## src/rtl/mem_bus_arbiter_pkg.sv

```systemverilog
// Shared types for the instruction/data memory bus arbiter.
// Owner ids travel through the response-ordering FIFO.
package mem_bus_arbiter_pkg;

    typedef enum logic {
        OWNER_INSTR = 1'b0,
        OWNER_DATA  = 1'b1
    } arb_owner_e;

    typedef enum logic [1:0] {
        ARB_IDLE,
        ARB_HOLD_INSTR,
        ARB_HOLD_DATA
    } arb_state_e;

    function automatic arb_state_e hold_state(input arb_owner_e o);
        return (o == OWNER_DATA) ? ARB_HOLD_DATA : ARB_HOLD_INSTR;
    endfunction

endpackage

```

## src/rtl/mem_bus_arbiter_owner_fifo.sv

```systemverilog
// In-order FIFO of transaction owners awaiting a memory response.
// Simultaneous push and pop leave the count unchanged.
module mem_arb_owner_fifo
    import mem_bus_arbiter_pkg::*;
#(
    parameter int DEPTH = 2,
    localparam int CW = $clog2(DEPTH + 1),
    localparam int PW = (DEPTH > 1) ? $clog2(DEPTH) : 1
) (
    input  logic          clk,
    input  logic          rst,
    input  logic          push,
    input  arb_owner_e    push_owner,
    input  logic          pop,
    output arb_owner_e    head,
    output logic          full,
    output logic          empty,
    output logic [CW-1:0] count
);

    arb_owner_e    mem_q [DEPTH];
    logic [PW-1:0] wr_ptr_q;
    logic [PW-1:0] rd_ptr_q;
    logic [CW-1:0] count_q;

    function automatic logic [PW-1:0] next_ptr(input logic [PW-1:0] p);
        return (p == PW'(DEPTH - 1)) ? '0 : p + 1'b1;
    endfunction

    always_ff @(posedge clk) begin
        if (rst) begin
            wr_ptr_q <= '0;
            rd_ptr_q <= '0;
            count_q  <= '0;
        end else begin
            if (push) wr_ptr_q <= next_ptr(wr_ptr_q);
            if (pop)  rd_ptr_q <= next_ptr(rd_ptr_q);
            if (push && !pop)      count_q <= count_q + 1'b1;
            else if (pop && !push) count_q <= count_q - 1'b1;
        end
    end

    always_ff @(posedge clk) begin
        if (push) mem_q[wr_ptr_q] <= push_owner;
    end

    assign head  = mem_q[rd_ptr_q];
    assign full  = (count_q == CW'(DEPTH));
    assign empty = (count_q == '0);
    assign count = count_q;

endmodule

```

## src/rtl/mem_bus_arbiter.sv

```systemverilog
// Two-requester memory port arbiter (fetch vs LSU) with in-order
// response routing and a starvation guard for instruction fetch.
module mem_bus_arbiter
    import mem_bus_arbiter_pkg::*;
#(
    parameter int MAX_OUTSTANDING = 2,
    parameter int STARVE_LIMIT    = 4,
    parameter int ADDR_W          = 32,
    parameter int DATA_W          = 32
) (
    input  logic                clk,
    input  logic                rst,
    input  logic                instr_req_i,
    input  logic [ADDR_W-1:0]   instr_addr_i,
    output logic                instr_gnt_o,
    output logic                instr_rvalid_o,
    output logic [DATA_W-1:0]   instr_rdata_o,
    output logic                instr_err_o,
    input  logic                data_req_i,
    input  logic                data_we_i,
    input  logic [DATA_W/8-1:0] data_be_i,
    input  logic [ADDR_W-1:0]   data_addr_i,
    input  logic [DATA_W-1:0]   data_wdata_i,
    output logic                data_gnt_o,
    output logic                data_rvalid_o,
    output logic [DATA_W-1:0]   data_rdata_o,
    output logic                data_err_o,
    output logic                mem_req_o,
    output logic                mem_we_o,
    output logic [DATA_W/8-1:0] mem_be_o,
    output logic [ADDR_W-1:0]   mem_addr_o,
    output logic [DATA_W-1:0]   mem_wdata_o,
    input  logic                mem_gnt_i,
    input  logic                mem_rvalid_i,
    input  logic [DATA_W-1:0]   mem_rdata_i,
    input  logic                mem_err_i,
    output logic                busy_o,
    output logic                proto_err_o
);

    localparam int CW = $clog2(MAX_OUTSTANDING + 1);
    localparam int SW = $clog2(STARVE_LIMIT + 1);

    arb_state_e    state_q, state_d;
    arb_owner_e    owner;
    arb_owner_e    head;
    logic          req;
    logic          is_data;
    logic          granted;
    logic          can_issue;
    logic          fifo_full;
    logic          fifo_empty;
    logic          pop;
    logic [CW-1:0] fifo_count;
    logic [SW-1:0] starve_q;
    logic          proto_q;

    // can_issue depends only on registered count, never on mem_rvalid_i
    assign can_issue = !fifo_full;

    always_comb begin
        state_d = state_q;
        owner   = OWNER_DATA;
        req     = 1'b0;
        unique case (state_q)
            ARB_IDLE: begin
                if (can_issue && (instr_req_i || data_req_i)) begin
                    req   = 1'b1;
                    owner = (!data_req_i || starve_q == SW'(STARVE_LIMIT))
                          ? OWNER_INSTR : OWNER_DATA;
                    if (!mem_gnt_i) state_d = hold_state(owner);
                end
            end
            ARB_HOLD_INSTR: begin
                req   = 1'b1;
                owner = OWNER_INSTR;
                if (mem_gnt_i) state_d = ARB_IDLE;
            end
            ARB_HOLD_DATA: begin
                req   = 1'b1;
                owner = OWNER_DATA;
                if (mem_gnt_i) state_d = ARB_IDLE;
            end
            default: state_d = ARB_IDLE;
        endcase
    end

    always_ff @(posedge clk) begin
        if (rst) state_q <= ARB_IDLE;
        else     state_q <= state_d;
    end

    assign is_data     = (owner == OWNER_DATA);
    assign granted     = req && mem_gnt_i;
    assign instr_gnt_o = granted && !is_data;
    assign data_gnt_o  = granted && is_data;

    assign mem_req_o   = req;
    assign mem_we_o    = req && is_data && data_we_i;
    assign mem_be_o    = !req ? '0 : (is_data ? data_be_i : '1);
    assign mem_addr_o  = !req ? '0 : (is_data ? data_addr_i : instr_addr_i);
    assign mem_wdata_o = (req && is_data) ? data_wdata_i : '0;

    assign pop = mem_rvalid_i && !fifo_empty;

    mem_arb_owner_fifo #(
        .DEPTH(MAX_OUTSTANDING)
    ) u_fifo (
        .clk       (clk),
        .rst       (rst),
        .push      (granted),
        .push_owner(owner),
        .pop       (pop),
        .head      (head),
        .full      (fifo_full),
        .empty     (fifo_empty),
        .count     (fifo_count)
    );

    assign instr_rvalid_o = pop && (head == OWNER_INSTR);
    assign data_rvalid_o  = pop && (head == OWNER_DATA);
    assign instr_rdata_o  = instr_rvalid_o ? mem_rdata_i : '0;
    assign data_rdata_o   = data_rvalid_o ? mem_rdata_i : '0;
    assign instr_err_o    = instr_rvalid_o && mem_err_i;
    assign data_err_o     = data_rvalid_o && mem_err_i;

    always_ff @(posedge clk) begin
        if (rst) begin
            starve_q <= '0;
            proto_q  <= 1'b0;
        end else begin
            if (!instr_req_i || instr_gnt_o)
                starve_q <= '0;
            else if (data_gnt_o && starve_q != SW'(STARVE_LIMIT))
                starve_q <= starve_q + 1'b1;
            if (mem_rvalid_i && fifo_empty) proto_q <= 1'b1;
        end
    end

    assign proto_err_o = proto_q;
    assign busy_o      = (fifo_count != '0) || req;

endmodule
```

## config.mk

```make
export PLATFORM = sky130hd
export DESIGN_NAME = mem_bus_arbiter
export DESIGN_NICKNAME = d
export VERILOG_FILES = /design/src/rtl/mem_bus_arbiter_pkg.sv /design/src/rtl/mem_bus_arbiter_owner_fifo.sv /design/src/rtl/mem_bus_arbiter.sv
export SDC_FILE = /design/constraint.sdc
export NUM_CORES = 1
export LEC_CHECK = 0
export CAP_MARGIN = 20
export CORE_AREA = 5 5 105 107
export DETAILED_ROUTE_END_ITERATION = 10
export DIE_AREA = 0 0 110 112
export GPL_TIMING_DRIVEN = 1
export PLACE_DENSITY = 0.79
export SETUP_SLACK_MARGIN = 0.05
export SYNTH_ARGS = -nofsm -noshare
export SYNTH_HDL_FRONTEND = slang
export SYNTH_SLANG_ARGS = --single-unit
export TNS_END_PERCENT = 100
```

## constraint.sdc

```tcl
create_clock -name clk -period 2.4 [get_ports clk]
set_input_delay 0.48 -clock clk [delete_from_list [all_inputs] [get_ports clk]]
set_output_delay 0.48 -clock clk [all_outputs]
set_load 0.05 [all_outputs]
```

# == Word level (Yosys, flattened, before mapping) ==
# Memories as Yosys holds them, arrays and structs flattened. A register that Yosys moved wholly into a read port is not among the register bits.
# Index checks and enable logic that the tools add are counted.
# totals
n_memories,1
mem_bits_rw,2
wordCells,79
register_bits,10
input_bits,140
# memory_table
name,depth,word_bits,rd,rd_clocked_by_memory_dff,write_ports,line,text
u_fifo.mem_q,2,1,1,1,1,mem_bus_arbiter_owner_fifo.sv:21,arb_owner_e mem_q [DEPTH];
# classes
add_sub_neg,5
n_reduce_logical,33
n_eq_ne,8
n_mux,25
n_bitwise,1
# ops
operator,count
32-bit two-way mux,5
1-bit logical AND,15
2-bit two-way mux,6
1-bit two-way mux,9
4-bit two-way mux,2
1-bit zero test,7
"2-bit == test, second input constant",2
2-bit zero test,2
1-bit logical OR,4
"2-bit inequality test, second input constant",2
1-bit one-hot mux with 2 select lines,2
2-bit one-hot mux with 2 select lines,1
2-bit nonzero test,2
2-bit OR reduction,2
"3-bit by 1-bit adder with 3-bit output, second input constant",1
"3-bit == test, second input constant",1
"3-bit inequality test, second input constant",1
3-bit AND reduction,1
"1-bit adder, second input constant",2
"2-bit by 1-bit adder with 2-bit output, second input constant",1
"2-bit by 1-bit == test with 1-bit output, second input constant",1
"2-bit by 1-bit inequality test with 1-bit output, second input constant",1
"2-bit by 1-bit subtractor with 2-bit output, second input constant",1
1-bit inverter,1

# == Longest topological paths before layout ==
# Gate-level depths: netlist (run 1).
# depth
depth_word,10
depth_mapped,11

# == By module ==
# From an unflattened synthesis (run 1), not the netlist that was laid out.
# hier_totals
hier_cells,321
area_unflattened_um2,1996.9
# by_module_without_submodules
mod,n_inst,area_per_inst_um2,cells_each
mem_bus_arbiter,1,1717.9,296
mem_arb_owner_fifo,1,279.0,25

# == Worst setup path after synthesis (run 1) ==
# OpenSTA, ideal clock, no wires.
# synth_timing
path_type,reg-to-output
startpoint,register state_q[1]
endpoint,output mem_addr_o[17]
n_path_buf,2
arrival_ps,2354
setup_slack_ps,-434
required_time_ps,1920
path_stages_with_launch,9
cell_sequence,dfxtp_1 inv_1 ha_1 inv_2 or3_4 a21o_1 buf_2 buf_2 a21oi_1
# synth_via
elab_chain_len,4
word_cells_on_any_way,8
classes_between,eq/ne: 2; mux: 4; reduce/logical: 2
# synth_rtl
item,line,text
from (decl),mem_bus_arbiter.sv:44,"arb_state_e state_q, state_d;"
from (signal assigned),mem_bus_arbiter.sv:90,else state_q <= state_d;
"2-bit by 1-bit == test with 1-bit output, or another cell as far along",mem_bus_arbiter.sv:65,unique case (state_q)
1-bit one-hot mux with 2 select lines or 2-bit OR reduction (tied branches),n/a,
32-bit two-way mux or 1-bit one-hot mux with 2 select lines (tied branches),"mem_bus_arbiter.sv:101, mem_bus_arbiter.sv:65",
32-bit two-way mux *,mem_bus_arbiter.sv:101,assign mem_addr_o = !req ? '0 : (is_data ? data_addr_i : instr_addr_i);
to (decl),mem_bus_arbiter.sv:31,"output logic [ADDR_W-1:0] mem_addr_o,"
# Every way passes the cells marked *; elsewhere a longest branch is shown, timed or not.

# == Final worst setup path (run 1) ==
# layout_timing
startpoint,register state_q[1]
endpoint,output mem_addr_o[11]
# Same word-level chain as after synthesis.

==> results.md, run 1 <==
- Slew HR: 63.5%
- Root Driver: clkbuf_8
- Drt pass-1 iters: 4
- Pin count of the biggest net entering global routing: 35
- DRC Markers: 0
- PwrDens: 1280 nW/um^2
- Tmin final: 2.77 ns
- Lkg Pwr: 3.15 nW
- Die area: 12,300 sq um
- Die Height: 112 um
- Syn_area_per_cell: 6.11 sq um
- TritonCTS clock tree: yes
- Clock slew seen by the registers of the worst setup and hold paths: 0.06 ns
- Area of the mapped netlist: 1900 sq um
- RSZ-0062 raised after global routing: yes
- Status: complete, but fails checks
- Synth warnings: 0
- Hold WC Path Type: reg2reg
- Synth unique cells: 35
- Max cap viols: 0
- Yosys top cell area share: 33.3%
- Layout cell share with drive strength beyond 1: 53.2%
- Total number of vias: 3,556
- Synth area leader: and2_1
- Total global-route track usage: 22.8%
- Seq cells post-synth: 13
- Fmax: 0.361 GHz
- Post-Syn Nets: 456
- Synth top area cells: and2_1 33%, nand2_1 13%, dfxtp_1 12%
- Violated checks: setup timing
- Wire per inst: 20.3 um
- Fin. Hold Viols: 0
- Die W: 110 um
- Startpoint types: flip-flop
- Final ANT Viol Nets: 0
- EDFF count, synth: 2
- H-tree levels: 1
- Vias per inst: 4.61
- Post-route cell area: 7500 sq um
- Clock Sinks: 13
- Worst Setup Path Type: reg2out
- DRT iter0 DRCs: 139
- Peak VDD IR: 805 uV
- WP data required: 1.92 ns
- Fillers: 608
- Initial Util: 18.9%
- Seq/Total Area, Yosys: 14.8%
- CTS Hold Bufs: 0
- Port Buf Inserts: 281
- Worst-Margin Slew: 0.545 ns
- Vias in the first global route: 4,003
- Total global routing overflow: 0
- Final-report max-slew violation count: 0
- Post-route worst setup slack: -0.372 ns
- Num CTS Buffers: 3
- Core area: 10,000 sq um
- Pre-CTS setup slack: -0.873 ns
- Crit path max fanout: 8
- TNS Setup: -23.96 ns
- Flip-flop and latch area: 282 sq um
- Nets: 782
- Placer Congestion: 0.788
- CTS Buffer Depth: 2
- Area grow syn2layout: 296%
- Hpwl dp: 10,400 um
- Share of flip-flops with an asynchronous set or reset: 0%
- Worst skew pair latency: 0.24 ns
- IO Pins: 282
- Multi-input logic area: 2260 sq um
- Utilization after layout: 74.7%
- Mapped Cells: 310
- CP Capture Type: output port
- Routed wire length: 15,700 um
- Row cnt: 37
- Final Cycle Share: 115%
- Clock Skew: 0.00199 ns
- Antenna violations before repair: 1
- Area after DPL: 6440 sq um
- Most common flop cell mapped by yosys: dfxtp_1
- Endpoints failing setup: 74
- CP Data Arrival Time: 2.29 ns
- First-pass GRT wire length: 21,900 um
[routing by layer]
| metal | share of wire, % | vias to the layer above | GRT usage (%) |
|---|---|---|---|
| met1 | 31 | 1673 | 20.6 |
| met3 | 9.6 | 40 | 7.25 |
| met2 | 55 | 202 | 44.6 |
| met5 | 0 | - | 0 |
| met4 | 3.8 | 0 | 9.64 |
| li1 | - | 1641 | - |
[what timing repair did]
| item | in CTS | in global routing |
|---|---|---|
| endpoints found under the setup margin | 145 | 77 |
| setup buffers | 21 | 5 |
| pin swaps | 28 | 22 |
| gates cloned | 6 | 3 |
| resized for setup | 156 | 42 |
[power breakdown]
part	total, W	switching [W]	internal, W
Combinational	0.00906	0.00488	0.00418
Sequential	0.000316	0.0000350	0.000281
Clock	0.000200	0.0000827	0.000117
[kinds of logic after synthesis]
group	share of synthesized area, %
simple gates	56.6
compound gates	14.1
buf+inv	6.53
flops	14.8
fa+ha+maj	3.96
xor+xnor	1.85
mux	2.18
[sequential cells by signal, indices dropped and copies added, names as in the netlist, named ones only]
name and count:
starve_q 3, u_fifo.wr_ptr_q 1, proto_err_o 1, u_fifo.count 2
state_q 2, u_fifo.rd_ptr_q 1, u_fifo.mem_q 2
[placed cells by master (no fill, tap or decap), types with 2 or more instances in the layout]
cell type	count
edfxtp_1	2
ha_1	4
inv_2	3
xor2_1	3
mux2i_1	3
buf_4	24
a21oi_1	4
buf_6	43
a21o_4	2
nor3b_4	2
nand2_2	18
and2_4	41
or3_4	2
and2_1	60
ha_4	2
buf_12	117
a21oi_2	2
inv_1	5
nor2b_2	2
o21ai_0	2
a21oi_4	30
nor2_1	15
nand2_1	35
clkdlybuf4s50_1	137
clkbuf_16	2
nor2_4	6
dlygate4sd2_1	3
buf_8	11
nand2_4	15
dfxtp_1	10
clkbuf_8	3
[cell type report]
type                       count  share of cell area [%]
tap                          136                    2.27
clock buffer                   4                   0.601
sequential                    13                    3.75
timing repair buffer         339                    62.4
multi-input combinational    268                    30.1
inverter                      11                   0.817
antenna                        1                  0.0334
[through the flow]
step           hold slack [ns]  power [W]  instances
3_3_place_gp             0.457    0.00748        734
5_1_grt                  0.506    0.00989        772
2_1_floorplan            0.458    0.00447        310
6_report                 0.475    0.00957        772
3_5_place_dp             0.462    0.00758        734
4_1_cts                  0.477    0.00903        765
[synth_stat cells, drive strengths merged (2+ instances only)]
master	count
a21oi	36
and2	101
buf	7
clkbuf	13
dfxtp	11
edfxtp	2
ha	6
inv	11
mux2i	3
nand2	68
nor2	22
nor2b	3
nor3b	2
o21ai	4
o22ai	2
or3	3
xor2	3
[critical path: stages, from the launching register on]
cell and delay (ns):
dfxtp_2 0.33, inv_2 0.07, ha_4 0.15, inv_4 0.04
or3_4 0.38, buf_6 0.14, o21ai_4 0.14, buf_12 0.15
buf_6 0.11, buf_12 0.14, nand2_4 0.07, a21oi_4 0.15
buf_6 0.17
[worst paths after layout]
check	from	to	slack, ns	cells after the start
max	state_q[1]	mem_addr_o[11]	-0.37	12
max reg2reg	state_q[1]	u_fifo.count[1]	-0.13	12
min	proto_err_o	proto_err_o	0.48	2
min reg2reg	proto_err_o	proto_err_o	0.48	2
Note: power is estimated with default switching activity, not from simulation.
==> inputs of run 2 (changes only) <==
==> constraint.sdc (replaced) <==
create_clock -name clk -period 2.3 [get_ports clk]
set_input_delay 0.46 -clock clk [delete_from_list [all_inputs] [get_ports clk]]
set_output_delay 0.46 -clock clk [all_outputs]
set_load 0.05 [all_outputs]
==> run 2 against run 1 <==
The flow still finishes with violations (setup timing); sequential share of layout area fell by 0.072 points; final cell count increased by 0.52%; hold slack better by 0.0033 ns; total power increased by 4.3%; global-route usage is 0.30 points higher; clock power is 2% higher; sequential cell count is the same; setup slack worse by 0.15 ns; first-iteration DRC count fell by 29%; non-clock buffer count up 7; clock skew shrank 0.0011 ns; critical path type unchanged; critical endpoint is now mem_addr_o[16]; highest routed layer unchanged.
==> results.md, run 2 (synthesized netlist as in run 1, its figures left out) <==
- Status: complete, but fails checks (unchanged)
- Violated checks: setup timing (unchanged)
- Post-route worst setup slack: -0.517 ns (was -0.372 ns)
- Hold WC Path Type: reg2reg (unchanged)
- Lkg Pwr: 3.18 nW (was 3.15 nW)
- Slew HR: 65.4% (was 63.5%)
- Worst-Margin Slew: 0.517 ns (was 0.545 ns)
- Commonest non-fill, non-tap cells in the layout: 137 x clkdlybuf4s50_1, 118 x buf_12, 59 x and2_1 (was 137 x clkdlybuf4s50_1, 117 x buf_12, 60 x and2_1)
- Nets: 787 (was 782)
- CTS Hold Bufs: 0 (unchanged)
- Antenna violations before repair: 0 (was 1)
- Final Instance Count excl. Fillers: 776 (was 772)
- RSZ-0062 raised after global routing: yes (unchanged)
- Pin count of the biggest net entering global routing: 35 (unchanged)
- PwrDens: 1300 nW/um^2 (was 1280 nW/um^2)
- DRT iter0 DRCs: 98 (was 139)
- CP Data Arrival Time: 2.36 ns (was 2.29 ns)
- CP Capture Type: output port (unchanged)
- TNS Setup: -30.98 ns (was -23.96 ns)
- Vias in the first global route: 3,922 (was 4,003)
- Fmax: 0.355 GHz
- Clock Skew: 0.000906 ns (was 0.00199 ns)
- Layout cell share with drive strength beyond 1: 59.5% (was 53.2%)
- Flip-flop and latch area: 283 sq um (was 282 sq um)
- Multi-input logic area: 2320 sq um (was 2260 sq um)
- DRC Markers: 0 (unchanged)
- Die W: 110 um (unchanged)
- Final-report max-slew violation count: 0 (unchanged)
- Clock slew seen by the registers of the worst setup and hold paths: 0.05 ns (was 0.06 ns)
- Max cap viols: 0 (unchanged)
- GRT busiest layer: met2 (unchanged)
- Largest reg by FF count: starve_q (unchanged)
- Startpoint types: flip-flop (unchanged)
- Pre-CTS setup slack: -0.725 ns (was -0.873 ns)
- Placer Congestion: 0.838 (was 0.788)
- Most common cell after layout, fill and taps aside: clkdlybuf4s50_1 (unchanged)
- Final Cycle Share: 122%
- Inst Count DP: 736 (was 734)
- Drt pass-1 iters: 4 (unchanged)
- Initial Util: 18.9% (unchanged)
- Worst skew pair latency: 0.24 ns (about the same)
- Tmin final: 2.82 ns
- Vias per inst: 4.55 (was 4.61)
- Fillers: 616 (was 608)
- IO Pins: 282 (unchanged)
- Die area: 12,300 sq um (unchanged)
- Port Buf Inserts: 281 (unchanged)
- CTS Buffer Depth: 2 (unchanged)
- Total number of vias: 3,534 (was 3,556)
- WP data required: 1.84 ns (was 1.92 ns)
- GR Layer Usage met1: 21.2% (was 20.6%)
- Area grow syn2layout: 305% (was 296%)
- Max reg flops: 3 (unchanged)
- Peak VDD IR: 872 uV (was 805 uV)
- Routed wire length: 15,400 um (was 15,700 um)
- Root Driver: clkbuf_8 (unchanged)
- Num CTS Buffers: 3 (unchanged)
- Die Height: 112 um (unchanged)
- Reg-to-Reg Start: state_q[1] (unchanged)
- Wire per inst: 19.8 um (was 20.3 um)
- R2R cell count: 14 (was 12)
- Final ANT Viol Nets: 0 (unchanged)
- GRT met2 Usage: 45.2% (was 44.6%)
- Row cnt: 37 (unchanged)
- Worst Setup Path Type: reg2out (unchanged)
- Total global routing overflow: 0 (unchanged)
- TritonCTS clock tree: yes (unchanged)
- H-tree levels: 1 (unchanged)
- Hold path cells: 2 (unchanged)
- Total global-route track usage: 23.1% (was 22.8%)
- Core area: 10,000 sq um (unchanged)
- Flop2flop setup slack: -0.39 ns (was -0.13 ns)
- Min-Delay Endpoint: proto_err_o (unchanged)
- Reg-to-Reg End: u_fifo.count[1] (unchanged)
- M3 GR Usage: 7.25% (unchanged)
- Antenna diodes: 0 (was 1)
- Endpoints failing setup: 81 (was 74)
- Fin. Hold Viols: 0 (unchanged)
- Hpwl dp: 10,900 um (was 10,400 um)
- Crit path max fanout: 8 (unchanged)
- Hold_sp: proto_err_o (unchanged)
- Clock Sinks: 13 (unchanged)
- First-pass GRT wire length: 21,900 um (about the same)
[run 2: cell types whose count changed in the layout (fill, tap and decap cells not counted), sizes merged]
cell    previous run  this run
nor3b              3         2
diode              1         0
bufbuf             1         0
a21o               2         1
buf              196       204
[run 2: final cells by class]
class / instances / area share (%)
clock buffer: 4 / 0.586
timing repair buffer: 346 / 62.7
tap: 136 / 2.22
inverter: 11 / 0.700
multi-input combinational: 266 / 30.2
sequential: 13 / 3.68
[run 2: stage by stage]
step	util [%]	hold WS, ns	area, sq um	power (W)
after detailed placement	65.4	0.466	6570	0.00808
after floorplan	-	0.458	2430	0.00485
after global placement	65.3	0.456	6560	0.00792
after CTS	74.2	0.482	7460	0.00962
final	76.5	0.479	7680	0.00999
after global routing	76.5	0.530	7680	0.0103
[run 2: power by group]
| part | switching (W) | internal [W] | total (W) |
|---|---|---|---|
| logic | 0.00510 | 0.00436 | 0.00946 |
| registers | 0.0000308 | 0.000294 | 0.000325 |
| clock network | 0.0000820 | 0.000123 | 0.000205 |
[run 2: worst max path at each step]
stage	startpoint	end	cells after the start
2_1_floorplan	state_q[1]	mem_addr_o[17]	8
3_3_place_gp	data_req_i	mem_wdata_o[6]	6
3_5_place_dp	data_req_i	mem_addr_o[28]	9
4_1_cts	state_q[0]	mem_addr_o[10]	13
5_1_grt	state_q[1]	mem_addr_o[14]	13
6_report	state_q[1]	mem_addr_o[16]	13
[run 2: per-layer routing]
layer  vias to the layer above  routed length [um]
met1                      1615                4730
met5                         -                   0
met3                        42                1600
li1                       1652                   -
met4                         0                 661
met2                       225                8410
[run 2: what timing repair did]
| action | in CTS | in global routing |
|---|---|---|
| setup endpoints to repair | 144 | 94 |
| gates resized for setup | 166 | 36 |
| pin swaps | 18 | 27 |
| cloned | 11 | 2 |
| setup buffers | 15 | 12 |
[run 2: worst max-delay path: stages, from the launching register on]
cell     delay (ns)
dfxtp_2        0.32
inv_2          0.07
ha_4           0.15
inv_2          0.04
or3_4          0.36
buf_6          0.13
o21ai_4        0.13
buf_12         0.12
buf_12         0.11
buf_12         0.12
buf_16         0.15
nand2_2        0.08
a21oi_4        0.14
buf_6          0.17
